--- config.mk ---
export PLATFORM = sky130hd
export DESIGN_NAME = ha_array_seq_reducer
export DESIGN_NICKNAME = d
export VERILOG_FILES = /design/src/rtl/ha_array_seq_reducer.sv
export SDC_FILE = /design/constraint.sdc
export NUM_CORES = 1
export LEC_CHECK = 0
export BUFFER_PORTS_ARGS = -buffer_cell sky130_fd_sc_hd__buf_2
export CORE_UTILIZATION = 50
export DETAILED_ROUTE_END_ITERATION = 6
export GPL_TIMING_DRIVEN = 0
export MAX_ROUTING_LAYER = met4
export PLACE_DENSITY = 0.72
export SYNTH_ARGS = -nofsm -noshare
export SYNTH_HDL_FRONTEND = slang
export SYNTH_SLANG_ARGS = --single-unit
--- constraint.sdc ---
create_clock -name clk -period 12.3 [get_ports clk]
set_input_delay 0.615 -clock clk [delete_from_list [all_inputs] [get_ports clk]]
set_output_delay 0.615 -clock clk [all_outputs]
set_load 0.01 [all_outputs]
--- src/rtl/ha_array_seq_reducer.sv ---
// Serial final-addition stage for the approximate 8x8 multiplier: folds the four
// half-adder rows into a 16-bit product through one shared adder, one row per clock.
module ha_array_seq_reducer #(
    parameter int SAT_EN = 1,
    parameter int ACC_W  = 17
) (
    input  logic       clk,
    input  logic       rst,
    input  logic       in_valid,
    output logic       in_ready,
    input  logic [8:0] ha_array_0_t,
    input  logic [6:0] ha_array_0_b,
    input  logic [8:0] ha_array_1_t,
    input  logic [6:0] ha_array_1_b,
    input  logic [8:0] ha_array_2_t,
    input  logic [6:0] ha_array_2_b,
    input  logic [8:0] ha_array_3_t,
    input  logic [6:0] ha_array_3_b,
    output logic       out_valid,
    input  logic       out_ready,
    output logic [15:0] product,
    output logic       overflow
);

    typedef enum logic [1:0] {
        IDLE = 2'd0,
        ACC  = 2'd1,
        DONE = 2'd2
    } state_t;

    state_t state, state_nxt;

    logic [8:0]       t_q [4];
    logic [6:0]       b_q [4];
    logic [1:0]       row_cnt;
    logic [ACC_W-1:0] acc;
    logic [9:0]       row_val;
    logic [ACC_W-1:0] row_term;
    logic             accept;
    logic             acc_over;

    assign accept = in_valid && in_ready;

    // Shared adder input: the row selected by row_cnt, weighted by 4^row_cnt.
    always_comb begin
        row_val  = {1'b0, t_q[row_cnt]} + {1'b0, b_q[row_cnt], 2'b00};
        row_term = ACC_W'(row_val) << {row_cnt, 1'b0};
    end

    assign acc_over = (acc > ACC_W'(16'hFFFF));

    always_ff @(posedge clk or posedge rst) begin
        if (rst) begin
            state <= IDLE;
        end else begin
            state <= state_nxt;
        end
    end

    always_comb begin
        state_nxt = state;
        in_ready  = 1'b0;
        out_valid = 1'b0;
        product   = '0;
        overflow  = 1'b0;
        case (state)
            IDLE: begin
                in_ready = 1'b1;
                if (in_valid) begin
                    state_nxt = ACC;
                end
            end
            ACC: begin
                if (row_cnt == 2'd3) begin
                    state_nxt = DONE;
                end
            end
            DONE: begin
                out_valid = 1'b1;
                overflow  = acc_over;
                product   = ((SAT_EN != 0) && acc_over) ? 16'hFFFF : acc[15:0];
                if (out_ready) begin
                    state_nxt = IDLE;
                end
            end
            default: begin
                state_nxt = IDLE;
            end
        endcase
    end

    always_ff @(posedge clk or posedge rst) begin
        if (rst) begin
            acc     <= '0;
            row_cnt <= '0;
            for (int unsigned k = 0; k < 4; k++) begin
                t_q[k] <= '0;
                b_q[k] <= '0;
            end
        end else if (accept) begin
            acc     <= '0;
            row_cnt <= '0;
            t_q[0]  <= ha_array_0_t;
            b_q[0]  <= ha_array_0_b;
            t_q[1]  <= ha_array_1_t;
            b_q[1]  <= ha_array_1_b;
            t_q[2]  <= ha_array_2_t;
            b_q[2]  <= ha_array_2_b;
            t_q[3]  <= ha_array_3_t;
            b_q[3]  <= ha_array_3_b;
        end else if (state == ACC) begin
            acc     <= acc + row_term;
            row_cnt <= row_cnt + 2'd1;
        end
    end

endmodule

# Yosys cells after proc, flatten, opt, wreduce, memory -nomap -nowiden
# Cells that the tools add are included.
# W data, S select, Z words.
[word_totals]
elab_cells = 47
mem_bits_ro = 0
reg_bits = 85
output_inout_bits = 19
ram_bits = 0
in_bits = 68
latch_bits = 0
mem_count = 0
[op_classes]
magnitude_cmp = 2
div_mod_pow = 0
reduce_logical = 4
addsub = 3
eq_ne = 6
n_bitwise = 1
multipliers = 0
shift = 1
n_mux = 19
[op_table]
columns = ["cell", "count"]
rows = [
  ["$mux W17", 2],
  ["$mux W16", 2],
  ["$bmux W9 S2", 1],
  ["$mux W9", 2],
  ["$add A17 B17 Y17", 1],
  ["$gt A17 B16 Y1 const B", 1],
  ["$shl A10 B3 Y17", 1],
  ["$bmux W7 S2", 1],
  ["$mux W7", 2],
  ["$add A9 B9 Y10", 1],
  ["$mux W2", 5],
  ["$ne A2 B2 Y1 const B", 3],
  ["$pmux W2 S3", 1],
  ["$eq A2 B2 Y1 const B", 2],
  ["$ge A3 B3 Y1 const B", 1],
  ["$mux W1", 3],
  ["$not A2 Y3", 1],
  ["$reduce_and A3 Y1", 1],
  ["$add A2 B1 Y2 const B", 1],
  ["$eq A2 B1 Y1 const B", 1],
  ["$logic_not A2 Y1", 1],
  ["$reduce_bool A2 Y1", 1],
  ["$logic_and A1 B1 Y1", 1],
]

# Logic depth before layout (Yosys ltp)
[depth]
ltp_word = 9
depth_mapped = 18

# Worst setup path before layout
# Ideal clock, no wire load.
[synth_path]
kind = "reg-to-reg"
start = "reg row_cnt[0]"
end = "reg acc[16]"
setup_time_ns = 0.079
n_path_buf = 1
path_slack_ns = 8.279
t_required_ns = 12.221
t_arrival_ns = 3.941
stages_incl_launch_ff = 18
cell_sequence = "dfrtp_1 buf_2 mux4_2 ha_1 fa_1 a21o_1 a21oi_2 o21ai_0 nor2b_1 o21ai_0 o311ai_0 ha_1 a21oi_1 o21ai_0 a211o_1 o211ai_1 o21a_1 mux2i_1"
[synth_between]
elab_chain_cells = 9
elab_cells_between_ends = 12
[synth_lines]
columns = ["element", "line_no", "rtl"]
rows = [
  ["start: declaration", "35", "logic [1:0] row_cnt;"],
  ["start signal: assignment", "113", "row_cnt <= row_cnt + 2'd1;"],
  ["$not A2 Y3 (implied by the code)", "46", "row_val = {1'b0, t_q[row_cnt]} + {1'b0, b_q[row_cnt], 2'b00};"],
  ["$bmux W9 S2 or $bmux W7 S2 (tied branches)", "46", ""],
  ["$mux W9 (implied by the code) or $mux W7 (tied branches) (2 in a row)", "46", ""],
  ["$add A9 B9 Y10", "46", ""],
  ["$shl A10 B3 Y17 *", "47", "row_term = ACC_W'(row_val) << {row_cnt, 1'b0};"],
  ["$add A17 B17 Y17 *", "112", "acc <= acc + row_term;"],
  ["$mux W17 *", "111", "end else if (state == ACC) begin"],
  ["$mux W17 *", "100", "end else if (accept) begin"],
  ["end signal: assignment", "112", ""],
  ["end: declaration", "36", "logic [ACC_W-1:0] acc;"],
]
# Every way passes the cells marked *; elsewhere a longest branch is shown, timed or not. The select of a mux whose other input is x is not followed.
# A chain may end at the register's enable or synchronous reset.

# Final worst setup path
[layout_path]
start = "reg row_cnt[1]"
end = "reg acc[16]"
# Same word-level chain as after synthesis.

==> summary.txt <==
Outcome
  – Run status: finished clean

Yosys
  – Sequential cell area fraction in the yosys report: 0.425
  – Area share of the largest cell type after synthesis: 0.425
  – Cell area after synthesis: 5000 um2
  – Most common flop cell mapped by yosys: sky130_fd_sc_hd__dfrtp_1
  – Count of flip-flops with a built-in enable after synthesis: 0
  – Cell variety after synth: 51
  – Share of async-settable or async-resettable flops after synthesis: 1.00
  – Most common cell in the synthesized netlist: sky130_fd_sc_hd__nand2_1
  – Count of synthesis-stage warnings from yosys: 0
  – Top post-synthesis cells by count: 223 x sky130_fd_sc_hd__nand2_1, 85 x sky130_fd_sc_hd__dfrtp_1, 46 x sky130_fd_sc_hd__nor2_1, 26 x sky130_fd_sc_hd__o21ai_0, 25 x sky130_fd_sc_hd__clkbuf_1
  – Cell types with the largest area share after synthesis: sky130_fd_sc_hd__dfrtp_1 43%, sky130_fd_sc_hd__nand2_1 17%, sky130_fd_sc_hd__mux4_2 6.3%
  – Number of flip-flops and latches in the synthesized netlist: 85
  – Syn avg cell area: 8.53 um2
  – Number of instances in the synthesized netlist: 586
  – Number of nets in the synthesized netlist: 680
  – Area leader, netlist: sky130_fd_sc_hd__dfrtp_1

Floorplanning
  – Site Rows: 36
  – Overall die area: 10400 um2
  – Die outline width: 102 um
  – Core Box Area: 9730 um2
  – IO Pins: 87
  – Height of the die: 102 um
  – Starting utilization of the core area: 0.514

Flow run
  – Max Cap Violations: 0

STA
  – Max Freq: 0.205 GHz
  – Slew Limit Headroom: 0.519
  – Max Transition Viols Final: 0
  – Final period demand of the worst path: 4.89 ns
  – Transition time of the tightest slew-check pin: 0.721 ns
  – Post-route worst setup slack: 7.41 ns
  – Setup repair after global routing missed its margin: no
  – Number of failing hold endpoints at the final stage: 0
  – Number of setup violations in the final report: 0
  – Period utilisation layout: 0.397
  – Worst clock skew on the final layout: 0.0142 ns
  – Total Neg Setup Slack: 0 ns

Global route
  – Via count of the first global-routing pass: 4336
  – Grt met3 use: 0.0308
  – Leftover overflow at the end of global routing: 0
  – Gr busiest metal: met2
  – Met2 layer usage reported by global route: 0.473
  – Tot GR Track Use: 0.267
  – Pin count of the biggest net entering global routing: 46
  – Global-route wire length before repair: 20400 um
  – Initial antenna violation count: 0
  – Met1 demand-to-capacity share in global routing: 0.309

Cells and area
  – Area Growth Syn to Fin: 17.4%
  – Antenna Cells: 0
  – Share of cells above drive strength 1: 0.187
  – Net count, final: 778
  – Core occupancy in the finished layout: 0.603
  – Final non-filler cell total: 822

Critical path
  – Worst Path Max Fanout: 10
  – Max incr delay on CP: 0.49 ns
  – CP Launch Type: register
  – Critical path data required time: 12.58 ns
  – Crit-path slowest cell: sky130_fd_sc_hd__clkbuf_1
  – CP Class: register to register
  – Series of cell instances along the critical path: clkbuf_1 -> clkbuf_1 -> mux4_2 -> ha_1 -> fa_1 -> a21o_1 -> a21oi_2 -> o21ai_0 -> nor2b_1 -> o21ai_0 -> o311ai_0 -> ha_1 -> a21oi_1 -> o21ai_0 -> a211o_1 -> o211ai_1 -> o21a_1 -> mux2i_1
  – Most used cell, CP: sky130_fd_sc_hd__o21ai_0
  – Worst Setup End Kind: register
  – Worst endpoint data arrival time: 5.16 ns

Clocking
  – Clock buffer count from CTS: 9
  – Number of levels the H-tree was split into: 3
  – Clock latency on the worst-skew pair: 0.36 ns
  – Library cell used as clock root buffer: sky130_fd_sc_hd__clkbuf_8
  – Setup fix buffers added after clock tree synthesis: 0
  – Count of hold buffers inserted by post-cts repair: 0
  – Maximum clock insertion buffer count: 2
  – Post_cts resized: 0
  – Total clock sinks: 85
  – CTS tree: done
  – Clock slew at reported path FFs: 0.09 ns

Drt
  – Residual DRC count: 0
  – Residual antenna-violating net count after detailed routing: 0
  – Vias per cell: 5.31
  – Number of detailed-route iterations in the first pass: 4
  – DR iter-0 viols: 150
  – Routed wire length: 12600 um
  – Post-detailed-route wirelength per cell: 15.4 um
  – Via count of the routed design: 4364

Place
  – Quantity of I/O buffers inserted on ports: 86
  – Final estimated routing congestion in global placement: 0.884
  – Total instance count after detailed placement: 806
  – Half-perimeter wire length of the detailed placement result: 9460 um
  – Minimum setup slack after placement: 7.49 ns

Min path
  – Class of the tightest hold or removal check: primary input to asynchronous set/reset pin
## kinds of logic after synthesis
logic type,Yosys count,share of synthesized area
multiplexers,23,0.0811
XOR/XNOR,14,0.0245
flip-flops,85,0.425
AO/OA/AOI/OAI,88,0.114
AND/OR/NAND/NOR,310,0.255
adder cells (fa/ha/maj),26,0.0681
buffers and inverters,40,0.0315
## placed cells by master (no fill, tap or decap), types with 4 or more instances in the layout
cell type and n:
sky130_fd_sc_hd__dfrtp_1 85, sky130_fd_sc_hd__inv_1 4, sky130_fd_sc_hd__o31ai_1 5, sky130_fd_sc_hd__nand2_1 223
sky130_fd_sc_hd__xnor2_1 5, sky130_fd_sc_hd__xor2_1 9, sky130_fd_sc_hd__buf_2 92, sky130_fd_sc_hd__nand4_1 4
sky130_fd_sc_hd__mux4_2 14, sky130_fd_sc_hd__a21oi_1 20, sky130_fd_sc_hd__nor2_1 46, sky130_fd_sc_hd__nor3b_1 4
sky130_fd_sc_hd__clkbuf_1 25, sky130_fd_sc_hd__a21o_1 7, sky130_fd_sc_hd__nand3_1 9, sky130_fd_sc_hd__ha_1 24
sky130_fd_sc_hd__o21ai_0 26, sky130_fd_sc_hd__nor2b_1 5, sky130_fd_sc_hd__clkbuf_8 12, sky130_fd_sc_hd__and2_1 4
sky130_fd_sc_hd__nand2b_1 4, sky130_fd_sc_hd__mux2i_1 9
## through the flow
stage | hold slack (ns) | instance area [um2]
global route | 0.338 | 5870
CTS | 0.313 | 5870
global placement | 0.453 | 5600
finish | 0.291 | 5870
detailed placement | 0.460 | 5630
floorplan | 0.438 | 5000
## area by class of cell
class	count	area, um2
Buffer	34	135
Clock buffer	12	165
Clock inverter	4	76.3
Fill cell	903	3860
Inverter	6	25.0
Multi-Input combinational cell	461	2720
Sequential cell	85	2130
Tap cell	133	166
Timing Repair Buffer	87	458
## per-layer routing
metal | share of wire | vias to the layer above
li1 | - | 2162
met1 | 0.44 | 2089
met2 | 0.51 | 100
met3 | 0.039 | 13
met4 | 0.011 | 0
met5 | 0 | -
## worst paths after layout
| check | endpoint | from | depth (start not counted) | slack [ns] |
|---|---|---|---|---|
| min in group clk | t_q[28] | ha_array_0_t[1] | 3 | 0.44 |
| max in group asynchronous | acc[15] | rst | 3 | 11.37 |
| worst max-delay path | acc[16] | row_cnt[1] | 18 | 7.41 |
| worst min-delay path | t_q[26] | rst | 2 | 0.29 |
| worst min register to register | b_q[4] | b_q[4] | 2 | 0.48 |
| worst max register to register | acc[16] | row_cnt[1] | 18 | 7.41 |
## sequential cells by signal, summed over array words and instances, names as in the netlist
| name | flops |
|---|---|
| state | 2 |
| row_cnt | 2 |
| acc | 17 |
| t_q | 36 |
| b_q | 28 |
## worst max-delay path, delay by kind of cell (launching register included)
family | cells | cell delay [ns]
mux | 2 | 0.61
fa+ha+maj | 3 | 0.96
buf+inv | 2 | 0.79
flops | 1 | 0.36
compound gates | 10 | 1.91
simple gates | 1 | 0.17
Power is left out: the tool's default activity adds up to more than one toggle a clock period on the data nets, which glitch-free logic cannot reach.
